===== config.mk =====
export PLATFORM = sky130hd
export DESIGN_NAME = bram18k_sdp_arbiter
export DESIGN_NICKNAME = d
export VERILOG_FILES = /design/src/rtl/bram18k_ctrl_pkg.sv /design/src/rtl/rr_arb2.sv /design/src/rtl/bram18k_sdp_arbiter.sv
export SDC_FILE = /design/constraint.sdc
export NUM_CORES = 1
export LEC_CHECK = 0
export BUFFER_PORTS_ARGS = -buffer_cell sky130_fd_sc_hd__clkbuf_2
export CAP_MARGIN = 40
export CORE_MARGIN = 2
export CORE_UTILIZATION = 49
export CTS_CLUSTER_DIAMETER = 150
export DETAILED_ROUTE_END_ITERATION = 8
export PLACE_DENSITY_LB_ADDON = 0.12
export SETUP_SLACK_MARGIN = 0.4
export SLEW_MARGIN = 10
export SYNTH_ARGS = -nofsm -noshare
export SYNTH_HDL_FRONTEND = slang
export SYNTH_SLANG_ARGS = --single-unit

===== constraint.sdc =====
create_clock -name clock0 -period 5.4 [get_ports clock0]
set_input_delay 1.08 -clock clock0 [delete_from_list [all_inputs] [get_ports clock0]]
set_output_delay 1.08 -clock clock0 [all_outputs]
set_load 0.02 [all_outputs]

===== src/rtl/bram18k_ctrl_pkg.sv =====
// Shared defaults and FSM encoding for the BRAM 18K simple-dual-port controller.
package bram18k_ctrl_pkg;

  localparam int ADDR_WIDTH_DEF = 10;
  localparam int DATA_WIDTH_DEF = 18;
  localparam int DEPTH          = 1 << ADDR_WIDTH_DEF;

  typedef enum logic {
    ST_INIT = 1'b0,
    ST_RUN  = 1'b1
  } state_t;

endpackage


===== src/rtl/rr_arb2.sv =====
// Two-way round-robin arbiter: one-hot grant, priority flips to the loser after each grant.
module rr_arb2 (
  input  logic       clk,
  input  logic       rst_n,
  input  logic [1:0] req,
  output logic [1:0] grant
);

  logic prio_b;

  always_comb begin
    grant = 2'b00;
    case (req)
      2'b01:   grant = 2'b01;
      2'b10:   grant = 2'b10;
      2'b11:   grant = prio_b ? 2'b10 : 2'b01;
      default: grant = 2'b00;
    endcase
  end

  // req arrives already qualified, so any grant is an accepted command.
  always_ff @(posedge clk or negedge rst_n) begin
    if (!rst_n) begin
      prio_b <= 1'b0;
    end else if (|grant) begin
      prio_b <= grant[0];
    end
  end

endmodule


===== src/rtl/bram18k_sdp_arbiter.sv =====
// Two-requester front end for one RAM_18K_X2_BLK half: sweeps INIT_VALUE into the
// array after reset/clear, then arbitrates read/write commands round-robin.
module bram18k_sdp_arbiter
  import bram18k_ctrl_pkg::*;
#(
  parameter int                    ADDR_WIDTH = ADDR_WIDTH_DEF,
  parameter int                    DATA_WIDTH = DATA_WIDTH_DEF,
  parameter logic [DATA_WIDTH-1:0] INIT_VALUE = '0
) (
  input  logic                  clock0,
  input  logic                  RESET_ni,
  input  logic                  clear_i,
  output logic                  init_done_o,
  output state_t                dbg_state_o,
  input  logic                  a_valid_i,
  output logic                  a_ready_o,
  input  logic                  a_we_i,
  input  logic [ADDR_WIDTH-1:0] a_addr_i,
  input  logic [DATA_WIDTH-1:0] a_wdata_i,
  output logic                  a_rvalid_o,
  output logic [DATA_WIDTH-1:0] a_rdata_o,
  input  logic                  b_valid_i,
  output logic                  b_ready_o,
  input  logic                  b_we_i,
  input  logic [ADDR_WIDTH-1:0] b_addr_i,
  input  logic [DATA_WIDTH-1:0] b_wdata_i,
  output logic                  b_rvalid_o,
  output logic [DATA_WIDTH-1:0] b_rdata_o,
  output logic                  ram_wen_o,
  output logic                  ram_ren_o,
  output logic [ADDR_WIDTH-1:0] ram_waddr_o,
  output logic [ADDR_WIDTH-1:0] ram_raddr_o,
  output logic [DATA_WIDTH-1:0] ram_wdata_o,
  input  logic [DATA_WIDTH-1:0] ram_rdata_i
);

  // Handshake: a command transfers in any cycle where valid and ready are both high;
  // ready is combinational, never high outside RUN, and drops while clear_i is high.
  // Read data is a one-cycle rvalid strobe with no backpressure.

  localparam logic [ADDR_WIDTH-1:0] LAST_ADDR = '1;

  state_t                state;
  logic [ADDR_WIDTH-1:0] cnt;
  logic                  run_ok;
  logic [1:0]            req;
  logic [1:0]            grant;
  logic                  accept;
  logic                  sel_b;
  logic                  cmd_we;
  logic [ADDR_WIDTH-1:0] cmd_addr;
  logic [DATA_WIDTH-1:0] cmd_wdata;
  logic                  rd_v1;
  logic                  rd_t1;

  assign run_ok = (state == ST_RUN) && init_done_o && !clear_i;
  assign req    = {b_valid_i, a_valid_i} & {2{run_ok}};

  rr_arb2 u_arb (
    .clk   (clock0),
    .rst_n (RESET_ni),
    .req   (req),
    .grant (grant)
  );

  assign a_ready_o = grant[0];
  assign b_ready_o = grant[1];
  assign accept    = |grant;
  assign sel_b     = grant[1];
  assign cmd_we    = sel_b ? b_we_i    : a_we_i;
  assign cmd_addr  = sel_b ? b_addr_i  : a_addr_i;
  assign cmd_wdata = sel_b ? b_wdata_i : a_wdata_i;

  assign dbg_state_o = state;

  // RAM data is only meaningful alongside the strobe; zero otherwise keeps reset clean.
  assign a_rdata_o = a_rvalid_o ? ram_rdata_i : '0;
  assign b_rdata_o = b_rvalid_o ? ram_rdata_i : '0;

  always_ff @(posedge clock0 or negedge RESET_ni) begin
    if (!RESET_ni) begin
      state       <= ST_INIT;
      cnt         <= '0;
      init_done_o <= 1'b0;
      ram_wen_o   <= 1'b0;
      ram_ren_o   <= 1'b0;
      ram_waddr_o <= '0;
      ram_raddr_o <= '0;
      ram_wdata_o <= '0;
      rd_v1       <= 1'b0;
      rd_t1       <= 1'b0;
      a_rvalid_o  <= 1'b0;
      b_rvalid_o  <= 1'b0;
    end else begin
      ram_wen_o   <= 1'b0;
      ram_ren_o   <= 1'b0;
      init_done_o <= (state == ST_RUN) && !clear_i;

      // Tag pipeline keeps running through clear so issued reads still return.
      rd_v1      <= accept && !cmd_we;
      rd_t1      <= sel_b;
      a_rvalid_o <= rd_v1 && !rd_t1;
      b_rvalid_o <= rd_v1 && rd_t1;

      case (state)
        ST_INIT: begin
          if (clear_i) begin
            cnt <= '0;
          end else begin
            ram_wen_o   <= 1'b1;
            ram_waddr_o <= cnt;
            ram_wdata_o <= INIT_VALUE;
            if (cnt == LAST_ADDR) begin
              state <= ST_RUN;
              cnt   <= '0;
            end else begin
              cnt <= cnt + 1'b1;
            end
          end
        end
        ST_RUN: begin
          if (clear_i) begin
            state <= ST_INIT;
            cnt   <= '0;
          end else if (accept) begin
            if (cmd_we) begin
              ram_wen_o   <= 1'b1;
              ram_waddr_o <= cmd_addr;
              ram_wdata_o <= cmd_wdata;
            end else begin
              ram_ren_o   <= 1'b1;
              ram_raddr_o <= cmd_addr;
            end
          end
        end
        default: begin
          state <= ST_INIT;
          cnt   <= '0;
        end
      endcase
    end
  end

endmodule


Word-level counts from Yosys, hierarchy flattened. Cells that the tools add are included. Widths: inputs -> output; s select.

Output and inout bits: 82. Register bits after elaboration: 57. Word-level logic and storage cells: 72.

Bitwise operators: 4. Equality and inequality tests: 9. $add $sub $neg: 1. Reductions and logical operators: 12. Muxes and demuxes: 33.

Operators with widths (number): $mux 18 (7); $mux 10 (8); $pmux 10 s2 (2); $pmux 18 s2 (1); $mux 1 (11); $add 10x1->10 const B (1); $eq 10x10->1 const B (1); $reduce_and 4->1 (2); $logic_and 1x1->1 (6); $ne 2x2->1 const B (3); $pmux 2 s3 (1); $eq 2x2->1 const B (2); $ne 2x1->1 const B (2); $pmux 1 s2 (2); $logic_not 1->1 (3); $not 1->1 (3); $and 2x2->2 (1); $eq 2x1->1 const B (1); $mux 2 (1); $reduce_or 2->1 (1).

Longest topological paths before layout.
Word-level depth: 10. Depth in mapped cells: 8.

By module. A second synthesis with hierarchy kept.

Cell total of the unflattened synthesis: 283. Area, all modules: 3111.7 µm².

By module, submodules not included: bram18k_sdp_arbiter (seq. area each 1401.3 µm², cells an instance 277, instances 1, area each 3057.9 µm²); rr_arb2 (seq. area each 25.0 µm², cells an instance 6, instances 1, area each 53.8 µm²).

Least setup slack after synthesis. Ideal clock, no wire load.

Path kind: input-to-output. Start point: input port clear_i. End point: output port b_ready_o. Stages: 3. Slack: 2.662 ns. Required time: 4.320 ns. Arrival time: 1.658 ns. Buffers on the path: 0. Cell sequence: and4b_1 -> nand2_1 -> inv_1.

Longest elaborated chain between the ends: 5. Elaborated cells between the ends (all ways): 7. Those cells by class: eq/ne (3); mux (1); bitwise (1); reduce/logical (2).

Ends and longest elaborated chain: from (decl) (line bram18k_sdp_arbiter.sv:12) `input logic clear_i,`; $logic_not 1->1 (*) (line bram18k_sdp_arbiter.sv:56) `assign run_ok = (state == ST_RUN) && init_done_o && !clear_i;`; $logic_and 1x1->1 (*) (line bram18k_sdp_arbiter.sv:56); $and 2x2->2 (*) (line bram18k_sdp_arbiter.sv:57) `assign req = {b_valid_i, a_valid_i} & {2{run_ok}};`; $eq 2x2->1 or $eq 2x1->1 (tied branches) (line rr_arb2.sv:13) `case (req)`; $pmux 2 s3 (*) (line rr_arb2.sv:13); to (decl) (line bram18k_sdp_arbiter.sv:23) `output logic b_ready_o,`.

Mark *: on every way between the ends. The rest lies on a longest branch, timed or not.

Worst setup path after layout. Same ends and word-level chain as after synthesis.

==> run metrics <==
status finished clean; most frequent CP cell clkbuf_2; Synth Register Bits 57; first-pass GRT wire length 14700 um; synthesized area 3200 sq um; Die Span Y 84.9 um; Period minus WS final 3.56 ns; HP Class flip-flop to flip-flop; top cells by area, synth dfrtp_1 45%, mux2_2 11%, and2_1 7.2%; Worst R2R Start init_done_o$_DFF_PN0_; Worst Reg-to-Reg Cells 6; worst path required time 4.32 ns; CTS Hold Bufs 0; CP Max Fanout 30; relative slew slack 0.516; largest net degree at the start of global routing 58; Slew Viols, Final 0; top-area cell type share of the netlist area 0.445; area leader, netlist dfrtp_1; core box area 6350 sq um; CP Launch Type input port; # rows 29; Synthesized Nets 402; post-route clock skew 0.00715 ns; DR vias/cell 5.55; post-route ant nets 0; worst hold endpoint a_rvalid_o$_DFF_PN0_; RSZ-0062 raised after global routing false; placed cell areas 4070 sq um; WS Path Type input port to output port; Place WS 1.85 ns; DR pass1 iterations 4; CP top delay family buffers and inverters; number of global-route vias before repair 3034; P per Cell Area 227 nW/um^2; die width 84.9 um; flop2flop setup slack 2.97 ns; setup_tns 0 ns; CTS tree built; initial detailed-routing violation count 138; Ports 163; clk slew on worst S/H paths 0.06 ns; Port Buffers 162; Final Non-Filler Cells 560; Synth Instances 320; Critical Path End Type output port; crit-path cells clkbuf_2, and4b_1, buf_4, nand2_1, inv_1, clkbuf_2; fillers 563; HPWL after DPL 6720 um; die area 7200 sq um; Skew-Pair Late Insertion Delay 0.33 ns; wire per inst 16.6 um; setup bufs post-CTS 0; Warnings, synthesis 0; via count 3110; final setup fails 0; Arr. time, crit path 2.48 ns; Hold Startpoint rd_t1$_DFF_PN0_; final period utilization 0.659; FMAX 0.281 GHz; TritonCTS Buffers 9; CP peak stage delay 0.33 ns; Clock Sinks 57; Worst Max-Slew Pin Slew 0.726 ns; initial antenna violation count 0; CTS max path bufs 2; Root Buffer clkbuf_8; post-synthesis sequential area ratio 0.445; htree depth 3; Final Cell Area 4260 sq um; WL final 9290 um; WHS Path Cells 1; dpl cells 544; FF-to-FF End ram_wdata_o[10]$_DFFE_PN0P_; peak supply drop 135 uV; Initial Utilization 0.505; Hold Violations, Final 0; syn_area_per_cell 10.0 sq um; Final GP Congestion 0.843; drc violations 0; crit path buf inv count 4; max_cap viols 0; slowest cell on the critical path buf_4; final setup margin 1.84 ns; GRT Total Usage 0.259; grt total ovfl 0; P_leak 2.27 nW; antenna cell count 0; Yosys cell types 42; Final #Nets 560; layout cells sized above 1 0.470; area grow syn2layout 33.0%; Resized Gates After CTS 0
[state kept, by name, indices dropped and copies added, names as in the netlist]
register and cells:
ram_waddr_o 10, dbg_state_o 1, rd_v1 1, a_rvalid_o 1, rd_t1 1, init_done_o 1, ram_wen_o 1, ram_ren_o 1
b_rvalid_o 1, u_arb.prio_b 1, ram_raddr_o 10, cnt 10, ram_wdata_o 18
[cells in the mapped netlist]
| library cell | instances |
|---|---|
| a211oi_1 | 1 |
| a211oi_2 | 2 |
| a21boi_0 | 11 |
| a21boi_1 | 7 |
| a21o_1 | 1 |
| a21oi_1 | 2 |
| a22o_1 | 2 |
| a31oi_1 | 12 |
| a41oi_1 | 2 |
| and2_1 | 37 |
| and3_1 | 1 |
| and4_1 | 1 |
| and4b_1 | 1 |
| buf_1 | 1 |
| buf_12 | 1 |
| buf_2 | 4 |
| buf_4 | 2 |
| buf_6 | 1 |
| clkbuf_1 | 14 |
| dfrtp_1 | 57 |
| ha_1 | 1 |
| inv_1 | 3 |
| inv_2 | 1 |
| mux2_2 | 30 |
| mux2_4 | 9 |
| nand2_1 | 19 |
| nand2b_1 | 3 |
| nand2b_4 | 1 |
| nand3_1 | 31 |
| nand4b_1 | 2 |
| nor2_1 | 15 |
| nor2b_1 | 2 |
| nor3_1 | 1 |
| nor4_1 | 3 |
| o2111a_1 | 1 |
| o211ai_1 | 2 |
| o21ai_0 | 29 |
| o221ai_1 | 1 |
| o31ai_1 | 1 |
| o41a_1 | 1 |
| xnor2_1 | 2 |
| xor2_1 | 2 |
[stage by stage]
stage	hold WS [ns]	util	power [mW]
floorplan	0.395	-	0.520
global placement	0.401	0.636	0.579
detailed placement	0.414	0.642	0.582
CTS	0.429	0.671	0.970
global route	0.443	0.671	1.01
finish	0.424	0.671	0.966
[worst max path at each step]
stage                        from   endpoint  slack (ns)  depth (start not counted)
after floorplan           clear_i  b_ready_o        2.66                          3
after global placement    clear_i  b_ready_o        1.91                          6
after detailed placement  clear_i  b_ready_o        1.85                          6
after CTS                 clear_i  b_ready_o        1.84                          6
after global routing      clear_i  b_ready_o        1.73                          6
final                     clear_i  b_ready_o        1.84                          6
[routing by layer]
metal / vias up / global-route usage / routed length, um
met5: - / 0 / 0
met4: 0 / 0.0794 / 171
met3: 16 / 0.0661 / 615
met2: 133 / 0.470 / 4960
met1: 1503 / 0.301 / 3550
li1: 1458 / - / -
[logic make-up (layout without fill, tap and decap cells)]
group	after synthesis	after routing	synth area share
muxes	39	39	0.148
adders and majority gates	1	1	0.00390
xor gates and xnor gates	4	4	0.0109
buffers and inverters	27	190	0.0429
DFF	57	57	0.445
and+or+nand+nor	117	117	0.195
AOI/OAI and AO/OA	75	75	0.154
[report_power, final]
group | leakage (nW) | total, mW | switching [mW] | internal [mW]
logic | 1.39 | 0.116 | 0.0632 | 0.0525
registers | 0.787 | 0.459 | 0.0168 | 0.442
clock network | 0.0974 | 0.391 | 0.167 | 0.225
total | 2.27 | 0.966 | 0.247 | 0.719
[final cells by class]
type / instances / area [sq um] / area share
Timing Repair Buffer: 170 / 886 / 0.208
Multi-Input combinational cell: 236 / 1650 / 0.387
Inverter: 4 / 15.0 / 0.00352
Sequential cell: 57 / 1430 / 0.335
Tap cell: 77 / 96.3 / 0.0226
Clock buffer: 13 / 149 / 0.0349
Clock inverter: 3 / 40.0 / 0.00939
[worst reg2reg max path, cell delays in order, from the launching register on]
cell	delay, ns
dfrtp_1	0.42
and4b_1	0.20
buf_4	0.33
nand2_1	0.26
a211oi_4	0.24
buf_4	0.45
mux2_2	0.40
[layout by cell type (no fill, tap or decap), types with 2 or more instances in the layout]
master,count
a21boi_0,11
a21boi_1,7
a21oi_1,2
a22o_1,2
a31oi_1,12
a41oi_1,2
and2_1,37
buf_4,6
buf_8,2
clkbuf_1,3
clkbuf_2,162
clkbuf_8,10
clkinv_2,2
dfrtp_1,57
inv_1,3
mux2_2,30
mux2_4,9
nand2_1,19
nand2b_1,3
nand3_1,31
nand4b_1,2
nor2_1,15
nor4_1,3
o211ai_1,2
o21ai_0,29
xnor2_1,2
xor2_1,2
No activity file was read; power rests on OpenSTA's default activity.
